### src/rtl/btn_cursor_ctrl_pkg.sv
// Shared definitions for the button-driven cursor controller:
// button bit positions, repeat FSM encoding and reset values.
package btn_cursor_ctrl_pkg;

  localparam int BTN_UP    = 4;
  localparam int BTN_DOWN  = 3;
  localparam int BTN_LEFT  = 2;
  localparam int BTN_RIGHT = 1;
  localparam int BTN_CNTR  = 0;

  localparam logic [7:0] RESET_POS   = 8'd128;
  localparam logic [2:0] RESET_COLOR = 3'b100;

  typedef enum logic [1:0] {
    IDLE   = 2'd0,
    HOLD   = 2'd1,
    REPEAT = 2'd2
  } rep_state_t;

  // Exactly one bit set; zero and multi-hot codes mean "no button".
  function automatic logic is_one_hot(input logic [4:0] code);
    return (code != 5'd0) && ((code & (code - 5'd1)) == 5'd0);
  endfunction

endpackage

### src/rtl/btn_repeat_gen.sv
// Registers the button code and turns presses and long holds into a
// one-cycle event strobe with the code that caused it.
module btn_repeat_gen
  import btn_cursor_ctrl_pkg::*;
#(
  parameter int REPEAT_DELAY  = 12_500_000,
  parameter int REPEAT_PERIOD = 2_500_000
) (
  input  logic       Clock,
  input  logic       Reset,
  input  logic [4:0] iBTN,
  output logic       oEvent,
  output logic [4:0] oCode
);

  localparam int MAX_CYC = (REPEAT_DELAY > REPEAT_PERIOD) ? REPEAT_DELAY : REPEAT_PERIOD;
  localparam int CNT_W   = (MAX_CYC > 1) ? $clog2(MAX_CYC) : 1;
  localparam logic [CNT_W-1:0] DELAY_LOAD  = CNT_W'(REPEAT_DELAY - 1);
  localparam logic [CNT_W-1:0] PERIOD_LOAD = CNT_W'(REPEAT_PERIOD - 1);

  logic [4:0]       rBtn;
  logic [4:0]       rBtnPrev;
  logic [CNT_W-1:0] count_reg;
  rep_state_t       state_reg;

  logic valid;
  logic changed;
  logic expired;

  assign valid   = is_one_hot(rBtn);
  assign changed = (rBtn != rBtnPrev);
  // The centre button never repeats, so its frozen counter can never expire.
  assign expired = (count_reg == '0) && !rBtn[BTN_CNTR];

  always_comb begin
    oEvent = 1'b0;
    case (state_reg)
      IDLE:         oEvent = valid;
      HOLD, REPEAT: oEvent = valid && (changed || expired);
      default:      oEvent = 1'b0;
    endcase
  end

  assign oCode = rBtn;

  always_ff @(posedge Clock) begin
    if (Reset) begin
      rBtn      <= '0;
      rBtnPrev  <= '0;
      count_reg <= '0;
      state_reg <= IDLE;
    end else begin
      rBtnPrev <= rBtn;
      rBtn     <= iBTN;
      case (state_reg)
        IDLE: begin
          if (valid) begin
            count_reg <= DELAY_LOAD;
            state_reg <= HOLD;
          end
        end
        HOLD, REPEAT: begin
          // rBtnPrev equals the held code whenever we are in HOLD or REPEAT.
          if (!valid) begin
            state_reg <= IDLE;
          end else if (changed) begin
            count_reg <= DELAY_LOAD;
            state_reg <= HOLD;
          end else if (rBtn[BTN_CNTR]) begin
            count_reg <= count_reg;
          end else if (count_reg == '0) begin
            count_reg <= PERIOD_LOAD;
            state_reg <= REPEAT;
          end else begin
            count_reg <= count_reg - 1'b1;
          end
        end
        default: state_reg <= IDLE;
      endcase
    end
  end

endmodule

### src/rtl/btn_cursor_ctrl.sv
// Cursor position and colour for the VGA controller, driven by debounced
// buttons with press detection, hold-to-repeat and saturating moves.
module btn_cursor_ctrl
  import btn_cursor_ctrl_pkg::*;
#(
  parameter int STEP          = 8,
  parameter int REPEAT_DELAY  = 12_500_000,
  parameter int REPEAT_PERIOD = 2_500_000
) (
  input  logic       Clock,
  input  logic       Reset,
  input  logic [4:0] iBTN,
  output logic [7:0] oXRedCounter,
  output logic [7:0] oYRedCounter,
  output logic [2:0] oColorCuadro,
  output logic       oMoved
);

  localparam logic [8:0] MAX_POS = 9'(256 - STEP);

  logic       ev;
  logic [4:0] ev_code;
  logic [7:0] x_next;
  logic [7:0] y_next;
  logic [2:0] color_next;
  logic       moved_next;

  btn_repeat_gen #(
    .REPEAT_DELAY  (REPEAT_DELAY),
    .REPEAT_PERIOD (REPEAT_PERIOD)
  ) u_repeat (
    .Clock  (Clock),
    .Reset  (Reset),
    .iBTN   (iBTN),
    .oEvent (ev),
    .oCode  (ev_code)
  );

  // A borrow out of the 9-bit subtraction means we went below zero.
  function automatic logic [7:0] step_dec(input logic [7:0] pos);
    logic [8:0] d;
    d = {1'b0, pos} - 9'(STEP);
    return d[8] ? 8'd0 : d[7:0];
  endfunction

  function automatic logic [7:0] step_inc(input logic [7:0] pos);
    logic [8:0] s;
    s = {1'b0, pos} + 9'(STEP);
    return (s > MAX_POS) ? MAX_POS[7:0] : s[7:0];
  endfunction

  always_comb begin
    x_next     = oXRedCounter;
    y_next     = oYRedCounter;
    color_next = oColorCuadro;
    if (ev) begin
      if (ev_code[BTN_UP])         y_next = step_dec(oYRedCounter);
      else if (ev_code[BTN_DOWN])  y_next = step_inc(oYRedCounter);
      else if (ev_code[BTN_LEFT])  x_next = step_dec(oXRedCounter);
      else if (ev_code[BTN_RIGHT]) x_next = step_inc(oXRedCounter);
      else if (ev_code[BTN_CNTR])
        color_next = (oColorCuadro == 3'b111) ? 3'b001 : oColorCuadro + 3'd1;
    end
    moved_next = (x_next != oXRedCounter) || (y_next != oYRedCounter) ||
                 (color_next != oColorCuadro);
  end

  always_ff @(posedge Clock) begin
    if (Reset) begin
      oXRedCounter <= RESET_POS;
      oYRedCounter <= RESET_POS;
      oColorCuadro <= RESET_COLOR;
      oMoved       <= 1'b0;
    end else begin
      oXRedCounter <= x_next;
      oYRedCounter <= y_next;
      oColorCuadro <= color_next;
      oMoved       <= moved_next;
    end
  end

endmodule

### config.mk
export PLATFORM = sky130hd
export DESIGN_NAME = btn_cursor_ctrl
export DESIGN_NICKNAME = d
export VERILOG_FILES = /design/src/rtl/btn_cursor_ctrl_pkg.sv /design/src/rtl/btn_repeat_gen.sv /design/src/rtl/btn_cursor_ctrl.sv
export SDC_FILE = /design/constraint.sdc
export NUM_CORES = 1
export LEC_CHECK = 0
export ABC_CLOCK_PERIOD_IN_PS = 2000
export BUFFER_PORTS_ARGS = -buffer_cell sky130_fd_sc_hd__buf_2
export CAP_MARGIN = 20
export CORE_ASPECT_RATIO = 2
export CORE_MARGIN = 4
export CORE_UTILIZATION = 45
export DETAILED_ROUTE_END_ITERATION = 6
export PLACE_DENSITY = 0.67
export SETUP_SLACK_MARGIN = 0.1
export SLEW_MARGIN = 20
export SYNTH_ARGS = -nofsm -noshare
export SYNTH_HDL_FRONTEND = slang
export SYNTH_SLANG_ARGS = --single-unit
### constraint.sdc
create_clock -name Clock -period 2 [get_ports Clock]
set_input_delay 0.2 -clock Clock [delete_from_list [all_inputs] [get_ports Clock]]
set_output_delay 0.2 -clock Clock [all_outputs]
set_load 0.005 [all_outputs]
==> impl_results.rst, run 1 <==
.. list-table::
   :header-rows: 1

   * - Metric
     - Value
   * - Delay of the slowest cell on the worst path
     - ~470 ps
   * - Library cell contributing the largest single delay on the critical path
     - sky130_fd_sc_hd__or3b_2
   * - Launch point of the worst hold path
     - iBTN[2]
   * - Average via count per standard cell
     - 6.09
   * - Initial core utilization
     - 0.464
   * - Clock tree buffer depth
     - 2
   * - Final hold vios
     - 0
   * - Share of layout cells above drive strength 1
     - 0.363
   * - Maximum number of pins on one net before global-route repair
     - 45
   * - Clock tree from TritonCTS
     - built
   * - Total die area
     - 8720 sq um
   * - Highest attainable clock frequency
     - 491 MHz
   * - Async set-reset flop share out of synthesis
     - 0
   * - Final routed wire length divided by cell count
     - 17.4 microns
   * - Req. time, crit path
     - 2230 ps
   * - Outcome
     - complete, but fails checks
   * - Slew headroom
     - 0.646
   * - DR vias
     - 3550
   * - Count of warnings emitted by yosys
     - 0
   * - Cells after Synth
     - 405
   * - Share of the core filled with cells
     - 0.640
   * - Setup Viol. Count Final
     - 2
   * - Number of buffers created by CTS
     - 5
   * - Cell count after placement
     - ~560
   * - HPWL reported at the end of detailed placement
     - around 7.0 mm
   * - Port buffer count
     - 26
   * - Library cells used by synthesis
     - 56
   * - Clock period minus final worst setup slack
     - 2040 ps
   * - # IOs
     - 27
   * - Max FFs per register
     - 24
   * - Share of power burned in registers
     - 0.376
   * - Count of antenna-violating nets left after detailed routing
     - 0
   * - Width of the chip
     - 68.1 microns
   * - Share of total power consumed by net switching
     - 0.337
   * - Sum of routed wire length over all layers
     - 10.1 mm
   * - Insertion delay to the later sink of the worst-skew pair
     - 300 ps
   * - Critical Path Source
     - u_repeat.oCode[3]
   * - Type of the worst setup path
     - flip-flop to flip-flop
   * - Height of the die
     - 128 microns
   * - Number of antenna cells inserted
     - 0
   * - Largest voltage drop on the vdd net
     - 0.563 mV
   * - Routability Congestion
     - slightly above 0.9
   * - Dominant cells by area after synthesis
     - sky130_fd_sc_hd__dfxtp_1, sky130_fd_sc_hd__a21oi_1, sky130_fd_sc_hd__ha_1
   * - Router iterations before antenna repair
     - 5
   * - Share of the clock period used by the worst path after layout
     - 1.02
   * - Fraction of met2 tracks used by global routing
     - 0.414
   * - Post-Route Skew
     - approximately 4.9 ps
   * - Total global routing track utilization
     - 0.230
   * - Sequential share of the synthesized area
     - 0.345
   * - Final total power
     - between 3 and 4 mW
   * - Overall overflow remaining after global route
     - 0
   * - Most used DFF post-synth
     - sky130_fd_sc_hd__dfxtp_1
   * - Number of sinks driven by the clock tree
     - 56
   * - Clock network fraction of total power
     - 0.260
   * - Biggest area consumer among synthesized cells
     - sky130_fd_sc_hd__dfxtp_1
   * - NumNets Final
     - ~510
   * - Global-route met1 utilization
     - 0.214
   * - Finished Layout Cells
     - between 500 and 600
   * - Worst min path class
     - primary input to flip-flop
   * - Static Leak
     - 1.79 nW
   * - Clock edge transition at the registers on the reported setup and hold paths
     - 70 ps
   * - Critical register-to-register path startpoint
     - u_repeat.oCode[3]
   * - Launching element type of the critical path
     - flip-flop
   * - DRC viols
     - 0
   * - Setup TNS
     - -73.2 ps
   * - Clock Tree Root
     - sky130_fd_sc_hd__clkbuf_16
   * - RSZ-0062 raised after global routing
     - yes
   * - Max-cap viol count
     - 0
   * - Cell Pwr Density
     - approximately 800 nW/um^2
   * - Global routing usage on met3
     - 0.0395
   * - Arrival time of the worst setup path
     - 2270 ps
   * - Post-cts hold buffer count
     - 0
   * - Core ar.
     - 6990 sq um
   * - Failing checks
     - setup timing
   * - Post-synthesis instance area
     - ~3200 sq um
   * - Mean instance size in the synthesized netlist
     - 8.02 sq um
   * - Relative contribution of combinational cells to total power
     - 0.364
   * - Share of the synthesized area in the top cell type
     - 0.345
   * - Area growth from synthesis to final layout
     - 37.8%
   * - Most common cell in the synthesized netlist
     - sky130_fd_sc_hd__dfxtp_1
   * - Global-route wire length before repair
     - 15.3 mm
   * - Top post-synthesis cells by count
     - sky130_fd_sc_hd__dfxtp_1, sky130_fd_sc_hd__a21oi_1, sky130_fd_sc_hd__nor2_1
   * - Final setup margin
     - -36.9 ps
   * - Worst-Margin Slew
     - between 500 and 600 ps
   * - Count of flip-flops with a built-in enable after synthesis
     - 0
   * - Max-slew violation count
     - 0
   * - Number of synthesized register bits
     - 56
   * - Internal Power
     - about 2.3 mW
   * - Most used routing layer in global routing
     - met2
   * - Total number of placement rows
     - 43
   * - Maximum level of the CTS H-tree
     - 2
   * - DRT iter0 DRCs
     - 233
   * - Total net switching power
     - about 1.2 mW
   * - Number of nets in the synthesized netlist
     - roughly 420
   * - Vias in the first global route
     - roughly 3400
   * - Critical Path Fanout Max
     - 8
   * - Critical-path cell list
     - or2_4, buf_4, nor4_1, nand3_1, or3b_2, a21oi_1
   * - Antenna violations before repair
     - 0
   * - Kind of end point of the critical path
     - flip-flop
## layout make-up
type,count,area (sq um)
inverter,18,67.6
clock buffer,7,143
clock inverter,1,7.51
sequential,56,1130
multi-input combinational,307,2260
fill,585,2520
timing repair buffer,104,746
tap,90,113
## logic make-up after synthesis
logic type	Yosys count	share of synthesized area
xor gates and xnor gates	22	0.0593
muxes	3	0.00963
adders and majority gates	12	0.0462
DFF	56	0.345
AOI/OAI and AO/OA	97	0.195
buffers and inverters	43	0.0536
and+or+nand+nor	172	0.291
## cells in the final DEF (no fill, tap or decap), drive strengths merged, types with 2 or more instances in the layout
master	count
buf	104
dfxtp	56
nor2	35
a21oi	34
nand2	26
nor3	25
inv	18
o21ai	18
xor2	17
nand3	15
nand4	12
ha	12
nor3b	12
nor2b	11
a31oi	8
nor4	8
and3	7
clkbuf	7
o31ai	6
xnor2	5
a221oi	5
or4	5
nand2b	4
a211oi	4
a311oi	4
or3	3
o22ai	2
mux2i	2
o221a	2
or2	2
o22a	2
nor4b	2
and2	2
or3b	2
## critical path: cells and delay by family (launching register included)
family / cells / cell delay, ps
compound gates: 1 / 150
simple gates: 4 / 1270
buf+inv: 1 / 180
flops: 1 / 380
## through the flow
step	cell area, sq um	worst slack, ps	hold slack, ps
4_1_cts	4170	-28.1	120
3_3_place_gp	3910	-22.5	439
5_1_grt	4470	-110	141
2_1_floorplan	3280	-46.0	328
6_report	4470	-36.9	123
3_5_place_dp	3910	-61.9	413
## worst paths after layout
path,slack [ps],cells after the start,to
worst max register to register,-40,6,oColorCuadro[1]
worst min-delay path,120,2,u_repeat.oCode[2]
worst min register to register,490,1,oYRedCounter[0]
worst max-delay path,-40,6,oColorCuadro[1]
## timing repair
action / 4_1_cts / 5_1_grt
pin swaps: 2 / 22
endpoints found under the setup margin: 36 / 45
setup buffers: 4 / 8
resized for setup: 24 / 54
cloned: 0 / 1
## power by group through the flow
stage               clock network, mW  logic [mW]  registers, mW
finish                          0.911        1.28           1.32
global route                    0.976        1.38           1.33
CTS                             0.936        1.08           1.31
detailed placement                  0        1.03           1.33
global placement                    0        1.01           1.33
floorplan                           0       0.615           1.32
## per-layer routing
metal / part of all wire / up-vias
li1: - / 1647
met1: 0.35 / 1708
met5: 0 / -
met4: 0.063 / 0
met2: 0.55 / 138
met3: 0.039 / 57
Note: power is estimated with default switching activity, not from simulation.
==> run 2: changes to the inputs <==
--- a/config.mk
+++ b/config.mk
@@ -5,14 +5,14 @@
 export SDC_FILE = /design/constraint.sdc
 export NUM_CORES = 1
 export LEC_CHECK = 0
-export ABC_CLOCK_PERIOD_IN_PS = 2000
+export ABC_CLOCK_PERIOD_IN_PS = 2100
 export BUFFER_PORTS_ARGS = -buffer_cell sky130_fd_sc_hd__buf_2
 export CAP_MARGIN = 20
 export CORE_ASPECT_RATIO = 2
 export CORE_MARGIN = 4
 export CORE_UTILIZATION = 45
 export DETAILED_ROUTE_END_ITERATION = 6
-export PLACE_DENSITY = 0.67
+export PLACE_DENSITY = 0.65
 export SETUP_SLACK_MARGIN = 0.1
 export SLEW_MARGIN = 20
 export SYNTH_ARGS = -nofsm -noshare
==> constraint.sdc (replaced) <==
create_clock -name Clock -period 2.1 [get_ports Clock]
set_input_delay 0.21 -clock Clock [delete_from_list [all_inputs] [get_ports Clock]]
set_output_delay 0.21 -clock Clock [all_outputs]
set_load 0.005 [all_outputs]
==> impl_results.rst, run 2 (synthesis gave the netlist of run 1 again) <==
.. list-table::
   :header-rows: 1

   * - Metric
     - Value
   * - Highest attainable clock frequency
     - 492 MHz (+0.15%)
   * - Worst-Margin Slew
     - 478 ps (-51.6 ps)
   * - Height of the die
     - 128 microns (unchanged)
   * - Count of antenna-violating nets left after detailed routing
     - 0 (unchanged)
   * - Library cell contributing the largest single delay on the critical path
     - sky130_fd_sc_hd__or4_4
   * - R2R depth
     - 6 (unchanged)
   * - Outcome
     - finished, final reports clean
   * - Critical-path cell list
     - or4_4, nor2_4, and3_4, o211ai_4, or4b_4, a21oi_2
   * - Launching element type of the critical path
     - flip-flop
   * - Clock tree buffer depth
     - 2 (unchanged)
   * - Width of the chip
     - 68.1 microns (unchanged)
   * - Vias in the first global route
     - 3187 (-5.1%)
   * - Worst min path class
     - primary input to flip-flop
   * - Insertion delay to the later sink of the worst-skew pair
     - 290 ps (about the same)
   * - Router iterations before antenna repair
     - 6 (+1)
   * - # IOs
     - 27 (unchanged)
   * - Slew headroom
     - 0.681 (+0.0356)
   * - Share of total power consumed by net switching
     - 0.333 (-0.00461)
   * - Maximum level of the CTS H-tree
     - 2 (unchanged)
   * - DRC viols
     - 0 (unchanged)
   * - Delay of the slowest cell on the worst path
     - 550 ps (+80 ps)
   * - Area growth from synthesis to final layout
     - 26.0%
   * - Clock edge transition at the registers on the reported setup and hold paths
     - 70 ps (about the same)
   * - Sum of routed wire length over all layers
     - 9.40 mm (-7.2%)
   * - Core ar.
     - 6990 sq um (unchanged)
   * - Overall overflow remaining after global route
     - 0 (unchanged)
   * - Port buffer count
     - 26 (unchanged)
   * - Largest voltage drop on the vdd net
     - 0.484 mV (-14%)
   * - DR vias
     - 3339 (-5.9%)
   * - Critical Path Source
     - u_repeat.count_reg[12]
   * - Kind of end point of the critical path
     - flip-flop
   * - Number of buffers created by CTS
     - 5 (unchanged)
   * - Final routed wire length divided by cell count
     - 16.7 microns (-3.5%)
   * - Internal Power
     - 2.05 mW (-12%)
   * - Antenna violations before repair
     - 0 (unchanged)
   * - Setup Viol. Count Final
     - 0 (-2)
   * - Total number of placement rows
     - 43 (unchanged)
   * - Cell area after layout
     - 4090 sq um (-8.6%)
   * - Launch point of the worst hold path
     - iBTN[0]
   * - Share of the clock period used by the worst path after layout
     - 0.968 (-0.0500)
   * - Worst hold stages
     - 2 (unchanged)
   * - Number of antenna cells inserted
     - 0 (unchanged)
   * - Post-Route Skew
     - 4.55 ps (-0.368 ps)
   * - Cell count after placement
     - 547 (-2.8%)
   * - Final total power
     - 3.07 mW (-13%)
   * - Commonest cells after routing, fill and taps aside
     - sky130_fd_sc_hd__buf_4, sky130_fd_sc_hd__dfxtp_1, sky130_fd_sc_hd__nor2_1, sky130_fd_sc_hd__a21oi_1, sky130_fd_sc_hd__buf_2
   * - HPWL reported at the end of detailed placement
     - 6.90 mm (-1.8%)
   * - Setup TNS
     - 0 ps (+73.2 ps)
   * - Clock Tree Root
     - sky130_fd_sc_hd__clkbuf_16
   * - Global-route wire length before repair
     - 14.8 mm (-3.1%)
   * - Static Leak
     - 1.64 nW (-8.3%)
   * - Req. time, crit path
     - 2330 ps (+100 ps)
   * - Average via count per standard cell
     - 5.95 (-2.3%)
   * - Max-cap viol count
     - 0 (unchanged)
   * - Clock tree from TritonCTS
     - built
   * - Initial core utilization
     - 0.464 (unchanged)
   * - Number of sinks driven by the clock tree
     - 56 (unchanged)
   * - Maximum number of pins on one net before global-route repair
     - 45 (unchanged)
   * - Routability Congestion
     - 0.924 (-0.28%)
   * - Clock network fraction of total power
     - 0.262 (+0.002)
   * - Cell Pwr Density
     - 750 nW/um^2 (-4.3%)
   * - WHS
     - 130 ps (+6.23 ps)
   * - Critical register-to-register path startpoint
     - u_repeat.count_reg[12]
   * - Worst slack at placement
     - 16.9 ps (+78.8 ps)
   * - Share of power burned in registers
     - 0.414 (+0.038)
   * - Final setup margin
     - 66.2 ps (+103 ps)
   * - Total die area
     - 8720 sq um (unchanged)
   * - Arrival time of the worst setup path
     - 2260 ps (about the same)
   * - Final hold vios
     - 0 (unchanged)
   * - Share of the core filled with cells
     - 0.585 (-0.0549)
   * - Clock period minus final worst setup slack
     - 2030 ps (-3.13 ps)
   * - Critical Path Fanout Max
     - 6 (-2)
   * - NumNets Final
     - 490 (-4.1%)
   * - Type of the worst setup path
     - flip-flop to flip-flop
   * - Finished Layout Cells
     - 561 (-3.8%)
   * - RSZ-0062 raised after global routing
     - yes
   * - Commonest non-fill, non-tap cell in the layout
     - sky130_fd_sc_hd__buf_4
   * - Share of layout cells above drive strength 1
     - 0.270 (-0.0934)
   * - Relative contribution of combinational cells to total power
     - 0.324 (-0.040)
   * - DRT iter0 DRCs
     - 232 (-0.43%)
   * - Total net switching power
     - 1.02 mW (-14%)
   * - Standard cell area after detailed placement
     - 3780 sq um (-3.3%)
   * - Max-slew violation count
     - 0 (unchanged)
   * - Total global routing track utilization
     - 0.221 (-0.00896)
   * - Max FFs per register
     - 24 (unchanged)
run 2: cell types whose count changed in the layout (fill, tap and decap cells not counted), moves of 3 or more:
cell,delta
sky130_fd_sc_hd__buf_6,-8
sky130_fd_sc_hd__nor3_1,+5
sky130_fd_sc_hd__o21ai_0,+3
sky130_fd_sc_hd__o21ai_1,-3
sky130_fd_sc_hd__a21oi_2,-8
sky130_fd_sc_hd__buf_4,-13
sky130_fd_sc_hd__a21oi_1,+8
sky130_fd_sc_hd__nand3_1,+3
sky130_fd_sc_hd__nand3_2,-3
sky130_fd_sc_hd__nor3_2,-5
run 2: path summary, 6_finish.rpt:
kind,end,slack (ps)
max,oMoved,70
min,u_repeat.oCode[0],130
max reg2reg,oMoved,70
min reg2reg,u_repeat.state_reg[1],480
run 2: cell type report:
cell class	count	area (sq um)
fill	652	2900
multi-input combinational	307	2090
sequential	56	1130
timing repair buffer	83	558
clock buffer	6	129
tap	90	113
inverter	18	67.6
clock inverter	1	5.00
run 2: what timing repair did:
action                     4_1_cts  5_1_grt
setup endpoints to repair       18       35
buffers inserted                 0        6
hold endpoints to repair         0        0
gates cloned                     0        1
hold buffers                     0        0
pin swaps                        4        6
resized for setup                8       21
run 2: layer usage:
metal	routed length [microns]	global-route usage
met5	0	0
met4	494	0.127
met3	322	0.0333
met2	5280	0.412
met1	3300	0.216
run 2: worst max-delay path: cells and delay by family, from the launching register on:
kind,cells,cell delay [ps]
and+or+nand+nor,4,1450
DFF,1,310
AOI/OAI and AO/OA,2,210
run 2: power groups by stage:
stage / Clock [mW] / Sequential (mW) / Combinational (mW)
6_report: 0.804 / 1.27 / 0.993
3_5_place_dp: 0 / 1.28 / 0.907
3_3_place_gp: 0 / 1.28 / 0.901
4_1_cts: 0.833 / 1.26 / 0.922
2_1_floorplan: 0 / 1.26 / 0.581
5_1_grt: 0.868 / 1.28 / 1.09
==> run 3: changes to the inputs <==
--- a/config.mk
+++ b/config.mk
@@ -5,14 +5,15 @@
 export SDC_FILE = /design/constraint.sdc
 export NUM_CORES = 1
 export LEC_CHECK = 0
-export ABC_CLOCK_PERIOD_IN_PS = 2100
+export ABC_CLOCK_PERIOD_IN_PS = 1750
 export BUFFER_PORTS_ARGS = -buffer_cell sky130_fd_sc_hd__buf_2
 export CAP_MARGIN = 20
 export CORE_ASPECT_RATIO = 2
 export CORE_MARGIN = 4
 export CORE_UTILIZATION = 45
 export DETAILED_ROUTE_END_ITERATION = 6
-export PLACE_DENSITY = 0.65
+export GPL_ROUTABILITY_DRIVEN = 0
+export PLACE_DENSITY = 0.67
 export SETUP_SLACK_MARGIN = 0.1
 export SLEW_MARGIN = 20
 export SYNTH_ARGS = -nofsm -noshare
==> constraint.sdc (replaced) <==
create_clock -name Clock -period 1.75 [get_ports Clock]
set_input_delay 0.175 -clock Clock [delete_from_list [all_inputs] [get_ports Clock]]
set_output_delay 0.175 -clock Clock [all_outputs]
set_load 0.005 [all_outputs]
==> impl_results.rst, run 3 (synthesis gave the netlist of run 1 again) <==
.. list-table::
   :header-rows: 1

   * - Metric
     - Value
   * - Antenna violations before repair
     - 0 (unchanged)
   * - Launching element type of the critical path
     - flip-flop
   * - Worst slack at placement
     - -330 ps (-347 ps)
   * - NumNets Final
     - 545 (+11%)
   * - Outcome
     - complete, but fails checks
   * - Critical Path Fanout Max
     - 4 (-2)
   * - Highest attainable clock frequency
     - 487 MHz (-0.86%)
   * - Worst min path class
     - primary input to flip-flop
   * - DRC viols
     - 0 (unchanged)
   * - Delay of the slowest cell on the worst path
     - 550 ps (about the same)
   * - Kind of end point of the critical path
     - flip-flop
   * - Number of sinks driven by the clock tree
     - 56 (unchanged)
   * - Max-slew violation count
     - 0 (unchanged)
   * - Height of the die
     - 128 microns (unchanged)
   * - Max FFs per register
     - 24 (unchanged)
   * - Port buffer count
     - 26 (unchanged)
   * - DRT iter0 DRCs
     - 275 (+19%)
   * - Clock Tree Root
     - sky130_fd_sc_hd__clkbuf_16
   * - Commonest non-fill, non-tap cell in the layout
     - sky130_fd_sc_hd__buf_4
   * - Arrival time of the worst setup path
     - 2260 ps (about the same)
   * - Setup Viol. Count Final
     - 46 (+46)
   * - Worst path top cell family by delay
     - simple AND/OR/NAND/NOR gates
   * - # IOs
     - 27 (unchanged)
   * - Vias in the first global route
     - 3745 (+18%)
   * - Cell area after layout
     - 4980 sq um (+22%)
   * - Final setup margin
     - -302 ps (-368 ps)
   * - Average via count per standard cell
     - 5.93 (-0.31%)
   * - Global-route wire length before repair
     - 17.1 mm (+15%)
   * - Clock tree from TritonCTS
     - built
   * - Library cell contributing the largest single delay on the critical path
     - sky130_fd_sc_hd__or4_4
   * - Post-cts hold buffer count
     - 0 (unchanged)
   * - Share of layout cells above drive strength 1
     - 0.448 (+0.178)
   * - Total number of placement rows
     - 43 (unchanged)
   * - Maximum number of pins on one net before global-route repair
     - 45 (unchanged)
   * - Cell count after placement
     - 592 (+8.2%)
   * - Max-cap viol count
     - 0 (unchanged)
   * - Total global routing track utilization
     - 0.258 (+0.0376)
   * - RSZ-0062 raised after global routing
     - yes
   * - Initial core utilization
     - 0.464 (unchanged)
   * - Clock period minus final worst setup slack
     - 2050 ps (+17.7 ps)
   * - DR vias
     - 3661 (+9.6%)
   * - Standard cell area after detailed placement
     - 4170 sq um (+10%)
   * - Largest voltage drop on the vdd net
     - 0.858 mV (+77%)
   * - Count of antenna-violating nets left after detailed routing
     - 0 (unchanged)
   * - Area taken by flip-flops and latches
     - 1140 sq um (+1.1%)
   * - Sum of routed wire length over all layers
     - 11.6 mm (+23%)
   * - Width of the chip
     - 68.1 microns (unchanged)
   * - Finished Layout Cells
     - 617 (+10%)
   * - Total die area
     - 8720 sq um (unchanged)
   * - Crit path buf inv count
     - 1 (+1)
   * - Worst-Margin Slew
     - 523 ps (+45.4 ps)
   * - Number of buffers created by CTS
     - 5 (unchanged)
   * - Number of antenna cells inserted
     - 0 (unchanged)
   * - Clock edge transition at the registers on the reported setup and hold paths
     - 70 ps (about the same)
   * - Maximum level of the CTS H-tree
     - 2 (unchanged)
   * - Post-Route Skew
     - 6.40 ps (+1.86 ps)
   * - Insertion delay to the later sink of the worst-skew pair
     - 300 ps (about the same)
   * - Multi-input combinational cell area
     - 2400 sq um (+15%)
   * - Commonest cells after routing, fill and taps aside
     - sky130_fd_sc_hd__buf_4, sky130_fd_sc_hd__dfxtp_1, sky130_fd_sc_hd__nor2_1
   * - Router iterations before antenna repair
     - 4 (-2)
   * - Static Leak
     - 2.02 nW (+23%)
   * - Slew headroom
     - 0.651 (-0.0302)
   * - Clock tree buffer depth
     - 2 (unchanged)
   * - Share of the clock period used by the worst path after layout
     - 1.17 (+0.204)
   * - Critical-path cell list
     - or4_4, nor2_4, buf_4, nand4_1, or3b_4, a21oi_1, a311oi_1
   * - Final routed wire length divided by cell count
     - 18.7 microns (+12%)
   * - Cell Pwr Density
     - 885 nW/um^2 (+18%)
   * - Failing checks
     - setup timing
   * - Core ar.
     - 6990 sq um (unchanged)
   * - Type of the worst setup path
     - flip-flop to flip-flop
   * - Final hold vios
     - 0 (unchanged)
   * - Filler cell count in the final layout
     - 491 (-25%)
   * - Overall overflow remaining after global route
     - 0 (unchanged)
   * - Final total power
     - 4.41 mW (+44%)
   * - HPWL reported at the end of detailed placement
     - 7.49 mm (+8.6%)
   * - Req. time, crit path
     - 1960 ps (-370 ps)
   * - Setup TNS
     - -8020 ps (-8020 ps)
   * - Area growth from synthesis to final layout
     - 53.3%
[run 3: cell types whose count changed in the layout (fill, tap and decap cells not counted), moves of 6 or more]
cell	change
sky130_fd_sc_hd__buf_4	+33
sky130_fd_sc_hd__a21oi_1	-9
sky130_fd_sc_hd__buf_6	+21
sky130_fd_sc_hd__o21ai_0	-6
sky130_fd_sc_hd__a21oi_2	+9
[run 3: per-layer routing]
| layer | up-vias | track usage | wire (microns) |
|---|---|---|---|
| met5 | - | 0 | 0 |
| met4 | 0 | 0.186 | 964 |
| met3 | 70 | 0.0404 | 406 |
| met2 | 132 | 0.476 | 6340 |
| met1 | 1742 | 0.241 | 3850 |
| li1 | 1717 | - | - |
[run 3: cell type report]
cell class,count,share of cell area
Clock buffer,7,0.0307
Multi-Input combinational cell,306,0.482
Tap cell,90,0.0226
Clock inverter,1,0.00603
Timing Repair Buffer,139,0.216
Sequential cell,56,0.229
Inverter,18,0.0136
[run 3: what timing repair did]
action | in CTS | in global routing
resized for setup | 78 | 40
buffers inserted | 12 | 6
setup endpoints to repair | 46 | 46
pin swaps | 34 | 22
cloned | 0 | 1
[run 3: per-stage QoR]
stage,hold slack (ps),utilization
after detailed placement,395,0.596
final,89.4,0.712
after floorplan,303,-
after global routing,105,0.712
after global placement,389,0.596
after CTS,87.4,0.684
[run 3: final timing paths]
path                     startpoint                      to  slack, ps  depth (start not counted)
max          u_repeat.count_reg[17]  u_repeat.count_reg[10]       -300                          7
min                         iBTN[1]       u_repeat.oCode[1]         90                          2
min reg2reg         oYRedCounter[2]         oYRedCounter[2]        490                          1
max reg2reg  u_repeat.count_reg[17]  u_repeat.count_reg[10]       -300                          7
[run 3: power breakdown]
part           internal (mW)  leakage, nW  total (mW)  switching, mW
Sequential              1.38        0.463        1.49          0.102
Clock                  0.755       0.0901        1.23          0.473
Combinational          0.825         1.47        1.69          0.869
